[src/rtl/prng_pkg.sv]
// Shared constants and types for the PRNG request scheduler.
//   PRNG_M / PRNG_A : Lehmer core modulus and multiplier driven to the core.
//   DEFAULT_SEED    : per-requester seed loaded on reset or on a degenerate result.
//   state_t         : scheduler FSM states.
package prng_pkg;

    localparam logic [31:0] PRNG_M = 32'd2147483647;  // 2^31 - 1
    localparam logic [31:0] PRNG_A = 32'd16807;

    localparam int unsigned SEED_TABLE_N = 4;
    localparam logic [31:0] DEFAULT_SEED [SEED_TABLE_N] = '{32'd5, 32'd7, 32'd9, 32'd11};

    typedef enum logic [1:0] {
        StIdle,
        StIssue,
        StWait,
        StDeliver
    } state_t;

    // Requesters beyond the table continue the odd sequence 5, 7, 9, 11, 13, ...
    function automatic logic [31:0] default_seed(input int unsigned idx);
        if (idx < SEED_TABLE_N) begin
            return DEFAULT_SEED[idx];
        end
        return 32'(2 * idx + 5);
    endfunction

endpackage

[src/rtl/rr_arb.sv]
// Round-robin arbiter.
//   req   : request vector
//   ptr   : index of the requester holding highest priority this cycle
//   gnt   : one-hot grant (all zero when nothing is requested)
//   valid : at least one request present
module rr_arb #(
    parameter int unsigned NREQ = 4,
    parameter int unsigned IDW  = (NREQ > 1) ? $clog2(NREQ) : 1
) (
    input  logic [NREQ-1:0] req,
    input  logic [IDW-1:0]  ptr,
    output logic [NREQ-1:0] gnt,
    output logic            valid
);

    always_comb begin
        int unsigned idx;
        logic        found;
        gnt   = '0;
        found = 1'b0;
        idx   = 0;
        // Scan starting at ptr and wrapping; first requester hit wins.
        for (int unsigned k = 0; k < NREQ; k++) begin
            idx = (int'(ptr) + k) % NREQ;
            if (!found && req[idx]) begin
                gnt[idx] = 1'b1;
                found    = 1'b1;
            end
        end
    end

    assign valid = |req;

endmodule

[src/rtl/prng_sched.sv]
// Scheduler sharing one Lehmer PRNG core among NREQ requesters.
//   clk, rst                  : clock, asynchronous active-high reset
//   req / ack                 : per-requester level request, one-cycle ack pulse
//   rand_out                  : delivered number, valid with ack, held between acks
//   err                       : one-cycle pulse when the core watchdog aborts a job
//   seed_wr/seed_id/seed_data : direct seed register write (0 selects the default)
//   prng_start/m/a/seed       : start pulse and operands to the core
//   prng_done/prng_rand       : core completion and result
module prng_sched
    import prng_pkg::*;
#(
    parameter int unsigned NREQ   = 4,
    parameter int unsigned WD_MAX = 255
) (
    input  logic                           clk,
    input  logic                           rst,
    input  logic [NREQ-1:0]                req,
    output logic [NREQ-1:0]                ack,
    output logic [31:0]                    rand_out,
    output logic                           err,
    input  logic                           seed_wr,
    input  logic [((NREQ > 1) ? $clog2(NREQ) : 1)-1:0] seed_id,
    input  logic [31:0]                    seed_data,
    output logic                           prng_start,
    output logic [31:0]                    prng_m,
    output logic [31:0]                    prng_a,
    output logic [31:0]                    prng_seed,
    input  logic                           prng_done,
    input  logic [31:0]                    prng_rand
);

    localparam int unsigned IDW = (NREQ > 1) ? $clog2(NREQ) : 1;
    localparam int unsigned WDW = $clog2(WD_MAX + 1);

    state_t            state_q;
    logic [IDW-1:0]    id_q;
    logic [IDW-1:0]    ptr_q;
    logic [WDW-1:0]    wd_q;
    logic [31:0]       cap_q;
    logic [31:0]       rand_q;
    logic [NREQ-1:0]   ack_q;
    logic              err_q;
    logic              start_q;
    logic [31:0]       seed_q [NREQ];

    logic [NREQ-1:0]   gnt;
    logic              gnt_valid;
    logic [IDW-1:0]    gnt_id;
    logic [IDW-1:0]    id_next;
    logic              cap_ok;

    function automatic logic [IDW-1:0] wrap_inc(input logic [IDW-1:0] id);
        if (int'(id) == NREQ - 1) begin
            return '0;
        end
        return id + 1'b1;
    endfunction

    // A requester still shows req in its ack cycle; mask it so it is not re-granted.
    rr_arb #(
        .NREQ (NREQ),
        .IDW  (IDW)
    ) u_rr_arb (
        .req   (req & ~ack_q),
        .ptr   (ptr_q),
        .gnt   (gnt),
        .valid (gnt_valid)
    );

    always_comb begin
        gnt_id = '0;
        for (int unsigned i = 0; i < NREQ; i++) begin
            if (gnt[i]) begin
                gnt_id = IDW'(i);
            end
        end
    end

    assign id_next = wrap_inc(id_q);
    assign cap_ok  = (cap_q != 32'd0) && (cap_q < PRNG_M);

    always_ff @(posedge clk or posedge rst) begin
        if (rst) begin
            state_q <= StIdle;
            id_q    <= '0;
            ptr_q   <= '0;
            wd_q    <= '0;
            cap_q   <= '0;
            rand_q  <= '0;
            ack_q   <= '0;
            err_q   <= 1'b0;
            start_q <= 1'b0;
        end else begin
            ack_q   <= '0;
            err_q   <= 1'b0;
            start_q <= 1'b0;
            unique case (state_q)
                StIdle: begin
                    if (gnt_valid && !prng_done) begin
                        id_q    <= gnt_id;
                        start_q <= 1'b1;  // high exactly during StIssue
                        state_q <= StIssue;
                    end
                end
                StIssue: begin
                    wd_q    <= '0;
                    state_q <= StWait;
                end
                StWait: begin
                    if (prng_done) begin
                        cap_q   <= prng_rand;
                        state_q <= StDeliver;
                    end else if (wd_q == WDW'(WD_MAX - 1)) begin
                        err_q   <= 1'b1;
                        ptr_q   <= id_next;
                        state_q <= StIdle;
                    end else begin
                        wd_q <= wd_q + 1'b1;
                    end
                end
                StDeliver: begin
                    ack_q   <= NREQ'(1) << id_q;
                    rand_q  <= cap_q;
                    ptr_q   <= id_next;
                    state_q <= StIdle;
                end
                default: state_q <= StIdle;
            endcase
        end
    end

    // Seed file: an external write takes precedence over the delivery update.
    always_ff @(posedge clk or posedge rst) begin
        if (rst) begin
            for (int unsigned i = 0; i < NREQ; i++) begin
                seed_q[i] <= default_seed(i);
            end
        end else begin
            for (int unsigned i = 0; i < NREQ; i++) begin
                if (seed_wr && (seed_id == IDW'(i))) begin
                    seed_q[i] <= (seed_data == 32'd0) ? default_seed(i) : seed_data;
                end else if ((state_q == StDeliver) && (id_q == IDW'(i))) begin
                    seed_q[i] <= cap_ok ? cap_q : default_seed(i);
                end
            end
        end
    end

    assign ack        = ack_q;
    assign err        = err_q;
    assign rand_out   = rand_q;
    assign prng_start = start_q;
    assign prng_m     = PRNG_M;
    assign prng_a     = PRNG_A;
    assign prng_seed  = seed_q[id_q];

endmodule

[config.mk]
export PLATFORM = sky130hd
export DESIGN_NAME = prng_sched
export DESIGN_NICKNAME = d
export VERILOG_FILES = /design/src/rtl/prng_pkg.sv /design/src/rtl/rr_arb.sv /design/src/rtl/prng_sched.sv
export SDC_FILE = /design/constraint.sdc
export NUM_CORES = 1
export LEC_CHECK = 0
export CAP_MARGIN = 20
export CORE_MARGIN = 2
export CORE_UTILIZATION = 50
export CTS_CLUSTER_DIAMETER = 100
export DETAILED_ROUTE_END_ITERATION = 8
export DONT_BUFFER_PORTS = 1
export SLEW_MARGIN = 20
export SYNTH_ARGS = -nofsm -noshare
export SYNTH_HDL_FRONTEND = slang
export SYNTH_HIERARCHICAL = 1
export SYNTH_SLANG_ARGS = --single-unit
[constraint.sdc]
create_clock -name clk -period 21.7 [get_ports clk]
set_clock_uncertainty 0.05 [all_clocks]
set_input_delay 3.255 -clock clk [delete_from_list [all_inputs] [get_ports clk]]
set_output_delay 3.255 -clock clk [all_outputs]
set_load 0.005 [all_outputs]
==> results of run 1 <==
[area by class of cell]
class | instances | area, um^2 | share of cell area [%]
repair buffers | 14 | 105 | 0.927
well taps | 275 | 344 | 3.03
flip-flops and latches | 212 | 5320 | 46.9
clock inverters | 4 | 23.8 | 0.210
inverters | 73 | 282 | 2.48
clock buffers | 40 | 772 | 6.81
multi-input cells | 573 | 4500 | 39.7
[sequential cells by signal (all words and copies together) (netlist names)]
| signal | cells |
|---|---|
| seed_q | 128 |
| id_q | 2 |
| err | 1 |
| prng_start | 1 |
| cap_q | 32 |
| wd_q | 8 |
| ack | 4 |
| rand_out | 32 |
| state_q | 2 |
| ptr_q | 2 |
[placed cells by master, fill, tap and decap left out, types with 25 or more instances in the layout]
cell type / count
sky130_fd_sc_hd__dfrtp_1: 201
sky130_fd_sc_hd__nand2_1: 77
sky130_fd_sc_hd__inv_1: 72
sky130_fd_sc_hd__mux2_2: 66
sky130_fd_sc_hd__conb_1: 64
sky130_fd_sc_hd__a222oi_1: 57
sky130_fd_sc_hd__a22oi_1: 57
sky130_fd_sc_hd__nor2_1: 49
sky130_fd_sc_hd__mux4_2: 34
sky130_fd_sc_hd__a21oi_1: 33
sky130_fd_sc_hd__nor4_1: 25
sky130_fd_sc_hd__clkbuf_16: 25
[how the worst max path moves through the flow]
stage	startpoint	endpoint
finish	id_q[1]	prng_seed[22]
global route	id_q[0]	prng_seed[31]
CTS	id_q[0]	prng_seed[31]
detailed placement	rst	state_q[1]
global placement	rst	state_q[1]
floorplan	rst	ack[0]
[stage by stage]
stage                     total power, mW  utilization, %  cells
after floorplan                      1.15               -    998
after CTS                            1.70            54.3   1191
after global placement               1.28            50.4   1147
after global routing                 1.80            54.3   1191
final                                1.69            54.3   1191
after detailed placement             1.30            50.5   1147
[metal layers]
| metal | up-vias | global-route usage (%) | part of all wire (%) |
|---|---|---|---|
| met5 | - | 0 | 0 |
| met1 | 3796 | 36.8 | 43 |
| met2 | 323 | 38.4 | 46 |
| met3 | 32 | 6.30 | 8.9 |
| li1 | 3231 | - | - |
| met4 | 0 | 4.48 | 1.3 |
[worst reg2reg max path, cell delays in order (launching register included)]
cell and delay (ns):
sky130_fd_sc_hd__dfrtp_1 1.08, sky130_fd_sc_hd__buf_4 0.48, sky130_fd_sc_hd__ha_1 0.24, sky130_fd_sc_hd__nand3_1 0.15, sky130_fd_sc_hd__inv_1 0.24, sky130_fd_sc_hd__nand2_1 0.15, sky130_fd_sc_hd__a211oi_4 0.69, sky130_fd_sc_hd__buf_4 0.41
sky130_fd_sc_hd__a222oi_1 0.14, sky130_fd_sc_hd__inv_1 0.10
[report_power, final]
group	internal (mW)	switching [mW]
sequential	0.580	0.196
clock	0.241	0.162
combinational	0.278	0.235
total	1.10	0.593
==> metrics.txt, run 1 <==
# TYPE chip_impl_metric gauge
chip_impl_metric{name="finalCriticalPeriod",unit="ns"} 5.78
chip_impl_info{name="tritoncts",value="yes"} 1
chip_impl_metric{name="flow.area_growth_from_synthesis",unit="%"} 7.39
chip_impl_metric{name="clk-insertion-delay-late",unit="ns"} 0.51
chip_impl_metric{name="grt_pass1_wl",unit="mm"} 43.7
chip_impl_metric{name="power_leakage",unit="nW"} 5.22
chip_impl_info{name="path_delay_family",value="flip-flops"} 1
chip_impl_metric{name="worst-slew-pin-transition",unit="ns"} 1.13
chip_impl_metric{name="reg2regPathDepth",unit=""} 9
chip_impl_metric{name="total_non_filler_cell_area_in_the_finished_layout",unit="um^2"} 11300
chip_impl_metric{name="dieHeight",unit="um"} 149
chip_impl_info{name="outcome",value="finished clean"} 1
chip_impl_info{name="hp-class",value="flop to flop"} 1
chip_impl_metric{name="setup_viol_count_final",unit=""} 0
chip_impl_metric{name="holdWs",unit="ns"} 0.433
chip_impl_info{name="setup.worst_path.end_class",value="output pin"} 1
chip_impl_info{name="crit_path_start_kind",value="flop"} 1
chip_impl_metric{name="cp_num_buf_inv",unit=""} 1
chip_impl_metric{name="drt-total-wl",unit="mm"} 27.9
chip_impl_metric{name="clock.fmax",unit="GHz"} 0.173
chip_impl_info{name="critical_path.reg2reg.endpoint",value="seed_q[9]"} 1
chip_impl_metric{name="antenna_violations_before_repair",unit=""} 0
chip_impl_info{name="critPathSlowestCell",value="sky130_fd_sc_hd__dfrtp_1"} 1
chip_impl_metric{name="cts_buffer_depth",unit=""} 3
chip_impl_metric{name="grt.overflow.total",unit=""} 0
chip_impl_metric{name="crit_path_max_incr_delay",unit="ns"} 1.08
chip_impl_metric{name="antenna_violating_nets_post_route",unit=""} 0
chip_impl_metric{name="dp_hpwl",unit="mm"} 17.6
chip_impl_metric{name="numnets_final",unit=""} 984
chip_impl_metric{name="clock_tree.htree_level_count",unit=""} 1
chip_impl_metric{name="slew_headroom",unit="%"} 24.6
chip_impl_metric{name="cts.repair.resized",unit=""} 0
chip_impl_metric{name="routedWlPerCell",unit="um"} 23.4
chip_impl_metric{name="place.gp.congestion",unit=""} 0.781
chip_impl_metric{name="drt_pass1_iterations",unit=""} 9
chip_impl_metric{name="post-cts-setup-buffer-count",unit=""} 0
chip_impl_metric{name="layout.filler_cells",unit=""} 1831
chip_impl_info{name="grt_setup_unrepaired",value="false"} 1
chip_impl_metric{name="numCtsBuffers",unit=""} 24
chip_impl_metric{name="grt_pass1_vias",unit=""} 7261
chip_impl_metric{name="power.ir.vdd_worst",unit="mV"} 0.0861
chip_impl_metric{name="whs_path_depth",unit=""} 2
chip_impl_metric{name="route.vias.total",unit=""} 7382
chip_impl_metric{name="numPortBuffers",unit=""} 0
chip_impl_metric{name="setup_slack",unit="ns"} 15.92
chip_impl_info{name="timing.rr.start",value="id_q[1]"} 1
chip_impl_info{name="critPathKind",value="flop to output pin"} 1
chip_impl_metric{name="vias_per_inst",unit=""} 6.20
chip_impl_metric{name="totalNegativeSetupSlack",unit="ns"} 0
chip_impl_info{name="holdPathEnd",value="seed_q[63]"} 1
chip_impl_metric{name="syn_inst",unit=""} 936
chip_impl_metric{name="fp.dieArea",unit="um^2"} 22300
chip_impl_metric{name="hold_buffers",unit=""} 0
chip_impl_metric{name="pin_count_of_the_biggest_net_entering_global_routing",unit=""} 92
chip_impl_metric{name="synthesis.area_per_instance",unit="um^2"} 11.3
chip_impl_metric{name="placement_rows",unit=""} 53
chip_impl_metric{name="period_share",unit="%"} 26.6
chip_impl_metric{name="timing.critical_path.depth",unit=""} 2
chip_impl_metric{name="reg2reg_setup_slack",unit="ns"} 17.91
chip_impl_metric{name="maxCapViolations",unit=""} 0
chip_impl_metric{name="io_pins",unit=""} 208
chip_impl_metric{name="netlist_area_before_placement",unit="um^2"} 10600
chip_impl_info{name="timing.critical_path.cells",value="buf_4, mux4_2"} 1
chip_impl_metric{name="chipWidth",unit="um"} 149
chip_impl_metric{name="post_dp_cell_area",unit="um^2"} 10500
chip_impl_info{name="root_buffer_selected_by_cts",value="sky130_fd_sc_hd__clkbuf_16"} 1
chip_impl_metric{name="clk_pin_slew_worst_paths",unit="ns"} 0.06
chip_impl_metric{name="cp_data_arrival_time",unit="ns"} 2.48
chip_impl_metric{name="final_report_hold_violation_count",unit=""} 0
chip_impl_info{name="min_from",value="seed_q[63]"} 1
chip_impl_metric{name="detail_route.drc_violations",unit=""} 0
chip_impl_metric{name="proportion_of_layout_cells_with_a_drive_suffix_above_1",unit="%"} 20.1
chip_impl_metric{name="grt_use_total",unit="%"} 25.1
chip_impl_metric{name="pwr_density_cell",unit="nW/um^2"} 149
chip_impl_metric{name="fp.coreArea",unit="um^2"} 20900
chip_impl_metric{name="final-max-slew-violation-count",unit=""} 0
chip_impl_metric{name="insertedDiodeCount",unit=""} 0
chip_impl_metric{name="critPathRequiredTime",unit="ns"} 18.40
chip_impl_metric{name="ys_warn_count",unit=""} 6
chip_impl_metric{name="placement.setup.worst_slack",unit="ns"} 16.29
chip_impl_metric{name="initial_core_util",unit="%"} 50.6
chip_impl_metric{name="clock_sinks",unit=""} 212
chip_impl_metric{name="drt_iter0_drc",unit=""} 945
chip_impl_metric{name="cp_max_fo",unit=""} 19
No activity file was read; power rests on OpenSTA's default activity.
==> run 2, diff against run 1 <==
PLACE_DENSITY = 0.68   (was default)
clock period = 5.2 ns   (was 21.7 ns; I/O delays follow)
==> run 2 against run 1 <==
  * Hold slack worse by 0.40 ns
  * Sequential cell count unchanged
  * Sequential share of layout area unchanged
  * Combinational power rose to 4.2 times the previous value
  * Routed wire length down 2.9%
  * Largest cell class unchanged
==> metrics.txt, run 2 (synthesis results as in run 1) <==
# TYPE chip_impl_metric gauge
chip_impl_metric{name="cp_max_fo",unit=""} 22
chip_impl_metric{name="fp.dieArea",unit="um^2"} 22300
chip_impl_metric{name="final_report_hold_violation_count",unit=""} 0
chip_impl_metric{name="worst-slew-pin-transition",unit="ns"} 0.978
chip_impl_info{name="grt_setup_unrepaired",value="false"} 1
chip_impl_info{name="timing.critical_path.cells",value="buf_4, mux4_2"} 1
chip_impl_metric{name="swShare",unit="%"} 35.0
chip_impl_metric{name="setup_viol_count_final",unit=""} 0
chip_impl_metric{name="clk_pin_slew_worst_paths",unit="ns"} 0.06
chip_impl_metric{name="final-max-slew-violation-count",unit=""} 0
chip_impl_metric{name="fp.coreArea",unit="um^2"} 20900
chip_impl_metric{name="pwr_density_cell",unit="nW/um^2"} 622
chip_impl_metric{name="comb_power_share",unit="%"} 30.6
chip_impl_metric{name="post-cts-setup-buffer-count",unit=""} 0
chip_impl_metric{name="period_share",unit="%"} 62.4
chip_impl_metric{name="cts_buffer_depth",unit=""} 3
chip_impl_metric{name="detail_route.drc_violations",unit=""} 0
chip_impl_metric{name="power_leakage",unit="nW"} 5.23
chip_impl_metric{name="grt_use_total",unit="%"} 24.3
chip_impl_metric{name="grt_pass1_wl",unit="mm"} 42.5
chip_impl_metric{name="number_of_flip_flops_under_the_largest_register_name",unit=""} 128
chip_impl_metric{name="setup_slack",unit="ns"} 1.95
chip_impl_metric{name="route.vias.total",unit=""} 7498
chip_impl_metric{name="dp_hpwl",unit="mm"} 17.5
chip_impl_metric{name="antenna_violating_nets_post_route",unit=""} 0
chip_impl_metric{name="drt_iter0_drc",unit=""} 1092
chip_impl_metric{name="flow.area_growth_from_synthesis",unit="%"} 7.39
chip_impl_metric{name="drt_pass1_iterations",unit=""} 8
chip_impl_metric{name="grt_pass1_vias",unit=""} 7363
chip_impl_metric{name="clock_sinks",unit=""} 212
chip_impl_info{name="max_flop_register",value="seed_q"} 1
chip_impl_metric{name="numPortBuffers",unit=""} 0
chip_impl_metric{name="hold_buffers",unit=""} 0
chip_impl_info{name="layout.cells.most_common_list",value="sky130_fd_sc_hd__dfrtp_1, sky130_fd_sc_hd__nand2_1, sky130_fd_sc_hd__inv_1, sky130_fd_sc_hd__mux2_2, sky130_fd_sc_hd__conb_1"} 1
chip_impl_info{name="critPathKind",value="flop to output pin"} 1
chip_impl_metric{name="dieHeight",unit="um"} 149
chip_impl_metric{name="pin_count_of_the_biggest_net_entering_global_routing",unit=""} 116
chip_impl_metric{name="clock_tree.htree_level_count",unit=""} 1
chip_impl_metric{name="chipWidth",unit="um"} 149
chip_impl_metric{name="cp_num_buf_inv",unit=""} 1
chip_impl_metric{name="insertedDiodeCount",unit=""} 0
chip_impl_info{name="hp-class",value="input port to asynchronous set/reset pin"} 1
chip_impl_metric{name="initial_core_util",unit="%"} 50.6
chip_impl_metric{name="cts.repair.resized",unit=""} 0
chip_impl_metric{name="crit_path_max_incr_delay",unit="ns"} 0.83
chip_impl_metric{name="placement_rows",unit=""} 53
chip_impl_metric{name="routedWlPerCell",unit="um"} 22.7
chip_impl_metric{name="antenna_violations_before_repair",unit=""} 0
chip_impl_metric{name="grt.overflow.total",unit=""} 0
chip_impl_metric{name="proportion_of_layout_cells_with_a_drive_suffix_above_1",unit="%"} 20.6
chip_impl_info{name="crit_path_start_kind",value="flop"} 1
chip_impl_metric{name="switching_power",unit="mW"} 2.47
chip_impl_metric{name="numCtsBuffers",unit=""} 24
chip_impl_metric{name="intPower",unit="mW"} 4.59
chip_impl_info{name="setup.worst_path.end_class",value="output pin"} 1
chip_impl_metric{name="cp_data_arrival_time",unit="ns"} 2.42
chip_impl_metric{name="clock.fmax",unit="GHz"} 0.308
chip_impl_metric{name="vias_per_inst",unit=""} 6.28
chip_impl_metric{name="critPathRequiredTime",unit="ns"} 4.37
chip_impl_metric{name="power.share.clock",unit="%"} 23.6
chip_impl_metric{name="power.ir.vdd_worst",unit="mV"} 0.379
chip_impl_info{name="root_buffer_selected_by_cts",value="sky130_fd_sc_hd__clkbuf_16"} 1
chip_impl_metric{name="p_total",unit="mW"} 7.06
chip_impl_metric{name="clk-insertion-delay-late",unit="ns"} 0.52
chip_impl_info{name="critPathSlowestCell",value="sky130_fd_sc_hd__dfrtp_2"} 1
chip_impl_metric{name="io_pins",unit=""} 208
chip_impl_metric{name="numnets_final",unit=""} 987
chip_impl_metric{name="totalNegativeSetupSlack",unit="ns"} 0
chip_impl_metric{name="finalCriticalPeriod",unit="ns"} 3.25
chip_impl_metric{name="layout.filler_cells",unit=""} 1769
chip_impl_metric{name="place.gp.congestion",unit=""} 0.823
chip_impl_info{name="tritoncts",value="yes"} 1
chip_impl_metric{name="power.sequential.fraction",unit="%"} 45.7
chip_impl_info{name="outcome",value="finished clean"} 1
chip_impl_metric{name="slew_headroom",unit="%"} 34.6
chip_impl_info{name="layout_commonest_cell",value="sky130_fd_sc_hd__dfrtp_1"} 1
chip_impl_metric{name="placement.setup.worst_slack",unit="ns"} 2.30
chip_impl_info{name="path_delay_family",value="flip-flops"} 1
chip_impl_metric{name="maxCapViolations",unit=""} 0
chip_impl_metric{name="drt-total-wl",unit="mm"} 27.1
-- run 2: cell types whose count changed in the layout (fill, tap and decap cells not counted), sizes merged --
cell,before,now
clkinvlp,0,1
clkinv,3,11
buf,14,17
bufinv,0,2
clkbuf,40,30
inv,74,72
-- run 2: layer usage --
metal / track usage (%) / share of wire (%)
met4: 7.57 / 2.4
met1: 34.2 / 40
met5: 0 / 0
met3: 5.47 / 10
met2: 37.8 / 47
-- run 2: final timing paths --
kind	from	to	slack, ns	depth (start not counted)
min in group clk	seed_data[18]	seed_q[50]	0.33	2
max in group asynchronous	rst	ack[0]	3.65	3
max reg2reg	id_q[0]	seed_q[18]	2.33	8
min	rst	rand_out[31]	0.03	1
max	id_q[0]	prng_seed[16]	1.95	2
min reg2reg	seed_q[63]	seed_q[63]	0.43	2
-- run 2: cell type report --
type                            count  area, um^2  share of cell area, %
Sequential cell                   212        5320                   46.9
Multi-Input combinational cell    573        4480                   39.5
Clock buffer                       30         664                   5.86
Tap cell                          275         344                   3.03
Inverter                           73         278                   2.45
Timing Repair Buffer               17         140                   1.24
Clock inverter                     13         119                   1.05
-- run 2: power groups by stage --
stage / clock network [mW] / registers [mW] / logic (mW)
6_report: 1.67 / 3.23 / 2.16
5_1_grt: 1.77 / 3.34 / 2.39
4_1_cts: 1.70 / 3.21 / 2.19
3_5_place_dp: 0 / 3.23 / 2.18
3_3_place_gp: 0 / 3.21 / 2.12
2_1_floorplan: 0 / 2.80 / 2.02
-- run 2: through the flow --
| stage | std cells | utilization, % | hold WS (ns) | cell area (um^2) |
|---|---|---|---|---|
| 6_report | 1193 | 54.3 | 0.0299 | 11300 |
| 2_1_floorplan | 998 | - | 0.395 | 10800 |
| 3_5_place_dp | 1150 | 50.5 | 0.420 | 10600 |
| 4_1_cts | 1193 | 54.3 | 0.0306 | 11300 |
| 3_3_place_gp | 1150 | 50.5 | 0.418 | 10600 |
| 5_1_grt | 1193 | 54.3 | 0.0370 | 11300 |
